`config.mk`:
```
export PLATFORM = sky130hd
export DESIGN_NAME = game_ctrl
export DESIGN_NICKNAME = d
export VERILOG_FILES = /design/src/rtl/game_ctrl.sv
export SDC_FILE = /design/constraint.sdc
export NUM_CORES = 1
export LEC_CHECK = 0
export CORE_MARGIN = 2
export CORE_UTILIZATION = 40
export CTS_BUF_LIST = sky130_fd_sc_hd__clkbuf_4
export DETAILED_ROUTE_END_ITERATION = 8
export PLACE_DENSITY = 0.8
export SYNTH_ARGS = -nofsm -noshare
export SYNTH_HDL_FRONTEND = slang
export SYNTH_SLANG_ARGS = --single-unit
```
`constraint.sdc`:
```
create_clock -name clk -period 2.3 [get_ports clk]
set_clock_uncertainty 0.05 [all_clocks]
set_input_delay 0.69 -clock clk [delete_from_list [all_inputs] [get_ports clk]]
set_output_delay 0.69 -clock clk [all_outputs]
set_load 0.02 [all_outputs]
```
`src/rtl/game_ctrl.sv`:
```
// ---------------------------------------------------------------------------
// game_ctrl
//
// Game-side controller that pairs with the player group. It runs the
// IDLE / RUNNING / OVER game state machine, divides the system clock into
// game ticks, checks for a collision between the player and the current
// obstacle at each tick, and keeps a saturating score of ticks survived.
//
// Ports
//   clk               in   1        system clock
//   reset             in   1        synchronous, active-high reset
//   start_btn         in   1        debounced start button (level)
//   player_position   in   POS_W    player height, 0 = ground
//   jumping           in   1        player is mid-jump
//   ducking           in   1        player is ducking
//   obstacle_valid    in   1        obstacle_x / obstacle_air are meaningful
//   obstacle_x        in   8        obstacle column
//   obstacle_air      in   1        1 = air obstacle, 0 = ground obstacle
//   game_tick         out  1        1-cycle pulse every TICK_DIV cycles while running
//   game_start_pulse  out  1        1-cycle pulse on entry to RUNNING
//   game_over_pulse   out  1        1-cycle pulse on entry to OVER
//   jump_pulse        out  1        1-cycle pulse after a rising edge of jumping while running
//   crash             out  1        high from entry to OVER until the next start
//   score             out  SCORE_W  ticks survived, saturating at all-ones
//   state             out  2        FSM state: 00 IDLE, 01 RUNNING, 10 OVER
//
// There is no valid/ready traffic in this block: every input is a level
// sampled on each clock edge, and every output is a registered level or a
// registered single-cycle pulse.
//
// All outputs come straight from flops. Events are detected combinationally
// in the cycle they occur and the resulting pulses appear one cycle later.
// ---------------------------------------------------------------------------
module game_ctrl #(
  parameter int TICK_DIV   = 16,
  parameter int POS_W      = 6,
  parameter int SCORE_W    = 10,
  parameter int PLAYER_X   = 8,
  parameter int PLAYER_W   = 4,
  parameter int JUMP_CLEAR = 12
) (
  input  logic               clk,
  input  logic               reset,
  input  logic               start_btn,
  input  logic [POS_W-1:0]   player_position,
  input  logic               jumping,
  input  logic               ducking,
  input  logic               obstacle_valid,
  input  logic [7:0]         obstacle_x,
  input  logic               obstacle_air,
  output logic               game_tick,
  output logic               game_start_pulse,
  output logic               game_over_pulse,
  output logic               jump_pulse,
  output logic               crash,
  output logic [SCORE_W-1:0] score,
  output logic [1:0]         state
);

  // -------------------------------------------------------------------------
  // Constants
  // -------------------------------------------------------------------------
  localparam int                 CNT_W      = (TICK_DIV > 2) ? $clog2(TICK_DIV) : 1;
  localparam logic [CNT_W-1:0]   CNT_LAST   = CNT_W'(TICK_DIV - 1);
  localparam logic [CNT_W-1:0]   CNT_ONE    = CNT_W'(1);
  // Player column window, compared on 9 bits so PLAYER_X+PLAYER_W-1 can
  // exceed 255 without wrapping back into low columns.
  localparam logic [8:0]         COL_LO     = 9'(PLAYER_X);
  localparam logic [8:0]         COL_HI     = 9'(PLAYER_X + PLAYER_W - 1);
  localparam logic [31:0]        CLEAR_H    = 32'(JUMP_CLEAR);
  localparam logic [SCORE_W-1:0] SCORE_MAX  = '1;
  localparam logic [SCORE_W-1:0] SCORE_ONE  = SCORE_W'(1);

  // -------------------------------------------------------------------------
  // State machine encoding (also the value driven on the state output)
  // -------------------------------------------------------------------------
  typedef enum logic [1:0] {
    ST_IDLE = 2'b00,
    ST_RUN  = 2'b01,
    ST_OVER = 2'b10
  } state_e;

  state_e               state_q, state_d;
  logic [CNT_W-1:0]     cnt_q, cnt_d;
  logic [SCORE_W-1:0]   score_q, score_d;
  logic                 crash_q, crash_d;
  logic                 tick_q, tick_d;
  logic                 start_pulse_q, start_pulse_d;
  logic                 over_pulse_q, over_pulse_d;
  logic                 jump_pulse_q, jump_pulse_d;
  logic                 start_btn_q;
  logic                 jumping_q;

  // -------------------------------------------------------------------------
  // Event detection
  // -------------------------------------------------------------------------
  logic start_edge;
  logic jump_edge;
  logic wrap;
  logic in_col;
  logic too_low;
  logic hit;

  assign start_edge = start_btn & ~start_btn_q;
  assign jump_edge  = jumping & ~jumping_q;

  // The tick counter only advances while running, so a wrap can only ever
  // happen in RUNNING; start_edge is only acted on outside RUNNING.
  assign wrap       = (state_q == ST_RUN) && (cnt_q == CNT_LAST);

  assign in_col     = ({1'b0, obstacle_x} >= COL_LO) && ({1'b0, obstacle_x} <= COL_HI);
  assign too_low    = 32'(player_position) < CLEAR_H;

  // Air obstacles are dodged by ducking, ground obstacles by being high enough.
  assign hit        = obstacle_valid & in_col & (obstacle_air ? ~ducking : too_low);

  // -------------------------------------------------------------------------
  // Next-state and output logic
  // -------------------------------------------------------------------------
  always_comb begin
    state_d       = state_q;
    cnt_d         = cnt_q;
    score_d       = score_q;
    crash_d       = crash_q;
    tick_d        = 1'b0;
    start_pulse_d = 1'b0;
    over_pulse_d  = 1'b0;
    jump_pulse_d  = 1'b0;

    case (state_q)
      ST_IDLE: begin
        if (start_edge) begin
          state_d       = ST_RUN;
          start_pulse_d = 1'b1;
          score_d       = '0;
          cnt_d         = '0;
          crash_d       = 1'b0;
        end
      end

      ST_RUN: begin
        cnt_d = wrap ? '0 : (cnt_q + CNT_ONE);
        if (wrap) begin
          tick_d = 1'b1;
          if (hit) begin
            // Collision: the over pulse lines up with the tick and the
            // score keeps the value it had before this tick.
            state_d      = ST_OVER;
            over_pulse_d = 1'b1;
            crash_d      = 1'b1;
          end else if (score_q != SCORE_MAX) begin
            score_d = score_q + SCORE_ONE;
          end
        end
        // The game is ending on a hit cycle, so a jump then is not reported.
        jump_pulse_d = jump_edge & ~(wrap & hit);
      end

      ST_OVER: begin
        // Counter frozen, crash and score held until the next start.
        if (start_edge) begin
          state_d       = ST_RUN;
          start_pulse_d = 1'b1;
          score_d       = '0;
          cnt_d         = '0;
          crash_d       = 1'b0;
        end
      end

      default: begin
        state_d = ST_IDLE;
        score_d = '0;
        cnt_d   = '0;
        crash_d = 1'b0;
      end
    endcase
  end

  // -------------------------------------------------------------------------
  // Registers; reset overrides every pending event.
  // -------------------------------------------------------------------------
  always_ff @(posedge clk) begin
    if (reset) begin
      state_q       <= ST_IDLE;
      cnt_q         <= '0;
      score_q       <= '0;
      crash_q       <= 1'b0;
      tick_q        <= 1'b0;
      start_pulse_q <= 1'b0;
      over_pulse_q  <= 1'b0;
      jump_pulse_q  <= 1'b0;
      start_btn_q   <= 1'b0;
      jumping_q     <= 1'b0;
    end else begin
      state_q       <= state_d;
      cnt_q         <= cnt_d;
      score_q       <= score_d;
      crash_q       <= crash_d;
      tick_q        <= tick_d;
      start_pulse_q <= start_pulse_d;
      over_pulse_q  <= over_pulse_d;
      jump_pulse_q  <= jump_pulse_d;
      start_btn_q   <= start_btn;
      jumping_q     <= jumping;
    end
  end

  // -------------------------------------------------------------------------
  // Outputs
  // -------------------------------------------------------------------------
  assign game_tick        = tick_q;
  assign game_start_pulse = start_pulse_q;
  assign game_over_pulse  = over_pulse_q;
  assign jump_pulse       = jump_pulse_q;
  assign crash            = crash_q;
  assign score            = score_q;
  assign state            = state_q;

endmodule

```
# Yosys cells after proc, flatten, opt, wreduce, memory -nomap -nowiden
# Index checks and enable logic that the tools add are counted.
dict set report op_classes {
  add_sub_neg 2
  n_lt_le_gt_ge 3
  n_eq_ne 9
  mux 20
  bitwise_logic 13
  reduce_logical 9
}
# op count
set op_table {}
lappend op_table {{two-way mux 10 bit} 4}
lappend op_table {{case mux 10 bit (2 select lines)} 1}
lappend op_table {{adder 10 x 1 -> 10 bit (second input constant)} 1}
lappend op_table {{!= test 10 bit (second input constant)} 1}
lappend op_table {{>= comparator 8 x 4 -> 1 bit (second input constant)} 1}
lappend op_table {{<= comparator 8 x 4 -> 1 bit (second input constant)} 1}
lappend op_table {{two-way mux 4 bit} 2}
lappend op_table {{case mux 4 bit (2 select lines)} 1}
lappend op_table {{two-way mux 1 bit} 7}
lappend op_table {{inverter 1 bit} 7}
lappend op_table {{bitwise AND 1 bit} 6}
lappend op_table {{< comparator 6 x 4 -> 1 bit (second input constant)} 1}
lappend op_table {{two-way mux 2 bit} 3}
lappend op_table {{!= test 2 bit (second input constant)} 3}
lappend op_table {{OR reduction 2 bit} 3}
lappend op_table {{adder 4 x 1 -> 4 bit (second input constant)} 1}
lappend op_table {{equality test 4 bit (second input constant)} 1}
lappend op_table {{!= test 2 x 1 -> 1 bit (second input constant)} 2}
lappend op_table {{case mux 2 bit (2 select lines)} 1}
lappend op_table {{AND reduction 4 bit} 1}
lappend op_table {{AND reduction 3 bit} 1}
lappend op_table {{OR reduction 3 bit} 1}
lappend op_table {{equality test 2 x 1 -> 1 bit (second input constant)} 1}
lappend op_table {{equality test 2 bit (second input constant)} 1}
lappend op_table {{other kinds (3)} 4}
dict set report totals {
  ff_bits 23
  out_inout_bits 17
  wordCells 66
}

# Longest topological paths before layout
# Gate-level depths: netlist of run 1.
dict set report logic_depth {
  ltp_word 7
  depth_mapped 7
}

# Worst setup path before layout of run 1
# Ideal clock, no wire load.
dict set report synth_path {
  path_type {in2reg}
  start {input obstacle_x[2]}
  end {register score_q[8] (netlist: score[8])}
  t_arrival_ps 1987
  required_time_ps 2180
  setup_slack_ps 193
  path_stages 5
  path_buffers 0
  cell_sequence {and4bb_2 o2111a_1 nor4_4 or4b_1 a21oi_1}
}
dict set report synth_via {
  elab_chain_len 6
}
# element line
set synth_rtl {}
lappend synth_rtl {{start: declaration} 49} ;# input logic [7:0] obstacle_x,
lappend synth_rtl {{>= comparator 8 x 4 -> 1 bit / <= comparator 8 x 4 -> 1 bit (equally long branches)} 111} ;# assign in_col = ({1'b0, obstacle_x} >= COL_LO) && ({1'b0, obstacle_x} <= COL_HI);
lappend synth_rtl {{logical AND 1 bit (*)} 111}
lappend synth_rtl {{bitwise AND 1 bit (*) (2 in series)} 115} ;# assign hit = obstacle_valid & in_col & (obstacle_air ? ~ducking : too_low);
lappend synth_rtl {{!= test 2 bit (no source line) (*)} --}
lappend synth_rtl {{AND reduction 4 bit (no source line) (*)} --}
lappend synth_rtl {{end signal: assignment} 197} ;# score_q <= score_d;
lappend synth_rtl {{end: declaration} 85} ;# logic [SCORE_W-1:0] score_q, score_d;
# Mark *: on every way between the ends. The rest lies on a longest branch, timed or not.
# A chain may end at the register's enable or synchronous reset.

# Worst setup path in the final report of run 1
dict set report layout_path {
  start {input obstacle_x[2]}
  end {register score_q[7] (netlist: score[7])}
}
# Same word-level chain as after synthesis.

==> impl_metrics.tcl, run 1 <==
set metrics [dict create \
    worstPathRequired_ps 2490 \
    synth.area.mux_share_pct 0 \
    hold_buffers 0 \
    totalWireLength_mm 2.66 \
    cts_root_buffer "clkbuf_4" \
    grt_pass1_wl_mm 4.33 \
    cts.sinks 22 \
    cts.repair.resized 0 \
    drv_slew 0 \
    vias 1095 \
    power_density_nw_per_um2 433 \
    place_inst 192 \
    die_w_um 55.9 \
    first_global_vias 1010 \
    synth-compound-area-share_pct 20.4 \
    wl_per_cell_um 13.6 \
    avgSynthCellArea_um2 8.98 \
    synth_edf_count 0 \
    pin_count 38 \
    yosysWarnings 0 \
    numPortBuffers 33 \
    crit_arrival_ps 2380 \
    core_area_um2 2520 \
    ys_types 41 \
    synth_top_family_by_area "simple AND/OR/NAND/NOR gates" \
    pwr-share-clk_pct 25.6 \
    netSwitchingFraction_pct 24.9 \
    synthSimpleGateAreaFrac_pct 32.2 \
    place.gp.congestion 0.880 \
    slew-limit-headroom_pct 71.3 \
    fin_tns_setup_ps 0 \
    postLayoutCellArea_um2 1580 \
    grt_max_degree 13 \
    cp-start-kind "primary input" \
    layout.nets 190 \
    rows 18 \
    drtIter0Drc 35 \
    final-hold-violation-count 0 \
    power_frac_comb_pct 16.9 \
    min_period_over_period_pct 95.3 \
    crit_chain "clkdlybuf4s50_1 > and4bb_2 > o211ai_2 > a21oi_1 > buf_4 > or4_1 > a21oi_1" \
    fin_util_pct 62.6 \
    clkLatencyLatePin_ps 300 \
    clockBufferDepth 2 \
    netlist_top_cells_area "dfxtp_1 41%, a21oi_1 5.6%, nor2_1 4.5%, nand3_1 3.7%, or4_1 3.5%" \
    final_cells 196 \
    maxCapViolCount 0 \
    max_stage_delay_ps 500 \
    htreeDepth 1 \
    synth_top_area_share_pct 40.9 \
    cpMaxStageDelayCell "or4_1" \
    synthAdderAreaFrac_pct 2.32 \
    dr.pass1.iters 4 \
    worstMarginPinSlew_ps 427 \
    synth_nets 143 \
    holdCritStartpoint "jumping_q" \
    dieArea_um2 3120 \
    syn_area_um2 1080 \
    initial_core_util_pct 42.7 \
    fmax_mhz 456 \
    finalSetupViolations 0 \
    numCtsBuffers 3 \
    overflow 0 \
    grt_usage_pct 16.8 \
    status "completed" \
    regToRegStartpoint "score[1]" \
    synth_seq_cells 22 \
    antenna_found_initial 0 \
    syn2layout_area_growth_pct 46.7 \
    cp-startpoint "obstacle_x[2]" \
    post-cts-setup-buffer-count 0 \
    hold_path_class "reg -> reg" \
    async_flop_share_pct 0 \
    power_switching_mw 0.170 \
    seq_area_frac_synth_pct 40.9 \
    hpwlAfterDp_mm 2.08 \
    crit_type "in -> reg" \
    min_period_ps 2190 \
    synth_flop_cell "dfxtp_1" \
    synth_xor_area_share_pct 0.813 \
    crit_top_cell "a21oi_1" \
    end_kind "flop" \
    drcViolationCount 0 \
    ir_drop_mv 0.305 \
    n_antenna_cell 0 \
    rsz0062_at_grt "false" \
    path_max_fanout 11 \
    synth_cells 120 \
    synth_top_cell_by_area "dfxtp_1" \
    place_ws_ps -302 \
    intPower_mw 0.514 \
    dpl_cell_area_um2 1520 \
    worst_slack_ps 108 \
    ant_nets 0 \
    layout-drive-gt1-share_pct 16.9 \
    p_leak_nw 0.605 \
    viasPerCell 5.59 \
    path_clk_slew_ps 120 \
    p_seq_share_pct 57.5 \
    cts_tree "built" \
    fp.dieH_um 55.9 \
]
## routing by layer
| layer | global-route usage (%) | vias to the layer above | share of wire [%] |
|---|---|---|---|
| li1 | - | 541 | - |
| met1 | 20.7 | 516 | 43 |
| met2 | 29.1 | 36 | 50 |
| met3 | 2.56 | 2 | 5.5 |
| met4 | 7.14 | 0 | 1.0 |
| met5 | 0 | - | 0 |
## power groups by stage
stage	Sequential (mW)	Combinational, mW	Clock, mW
floorplan	0.404	0.0461	0
global placement	0.401	0.110	0
detailed placement	0.401	0.113	0
CTS	0.393	0.114	0.180
global route	0.394	0.124	0.198
finish	0.393	0.116	0.175
## sequential cells by signal, summed over array words and instances, names as in the netlist
name              count
state                 2
game_over_pulse       1
score                10
jumping_q             1
start_btn_q           1
jump_pulse            1
game_start_pulse      1
game_tick             1
cnt_q                 4
## per-stage QoR
step / power, mW / hold WS [ps]
after global placement: 0.511 / 330
final: 0.684 / 356
after floorplan: 0.450 / 324
after CTS: 0.687 / 356
after detailed placement: 0.515 / 338
after global routing: 0.716 / 374
## worst paths after layout
| kind | endpoint | slack (ps) | cells after the start |
|---|---|---|---|
| worst max-delay path | score[7] | 110 | 7 |
| worst min register to register | jump_pulse | 360 | 1 |
| worst max register to register | score[7] | 240 | 7 |
| worst min-delay path | jump_pulse | 360 | 1 |
## synthesized netlist by cell type (all sizes together) (2+ instances only)
library cell  count
nor3              4
nand2             8
o21ai             2
a21oi            12
o31ai             4
nor4              2
buf               3
dfxtp            22
nand3b            2
o21a              2
a21o              2
ha                2
or4               5
nand3             8
inv               4
nor2b             4
nor2             13
## cells in the final DEF (no fill, tap or decap), types with 3 or more instances in the layout
| cell type | count |
|---|---|
| buf_4 | 13 |
| dlymetal6s2s_1 | 5 |
| dfxtp_1 | 22 |
| clkdlybuf4s50_1 | 28 |
| a21oi_1 | 11 |
| inv_1 | 4 |
| nor3_1 | 4 |
| o31ai_1 | 4 |
| or4_1 | 4 |
| clkbuf_4 | 3 |
| nor2b_1 | 3 |
| nor2_1 | 13 |
| nand3_1 | 8 |
| nand2_1 | 8 |
## worst max-delay path: cells and delay by family
kind                   cells  cell delay, ps
AOI/OAI and AO/OA          3             310
and+or+nand+nor            2             750
buffers and inverters      2             620
## cell type report
cell class | instances | area [um^2]
inverter | 4 | 15.0
clock buffer | 3 | 22.5
fill | 227 | 942
multi-input combinational | 90 | 621
timing repair buffer | 46 | 440
tap | 30 | 37.5
sequential | 22 | 440
clock inverter | 1 | 3.75
## cell families (layout without fill, tap and decap cells)
logic type / after synthesis / after routing
compound gates: 31 / 31
xor+xnor: 1 / 1
fa+ha+maj: 2 / 2
buf+inv: 8 / 54
flops: 22 / 22
simple gates: 56 / 56
Note: power is estimated with default switching activity, not from simulation.
==> inputs of run 2 (changes only) <==
- HOLD_SLACK_MARGIN: default -> 0.03
==> results of run 2 <==
Final layout, timing and power as in run 1 (identical DEF).
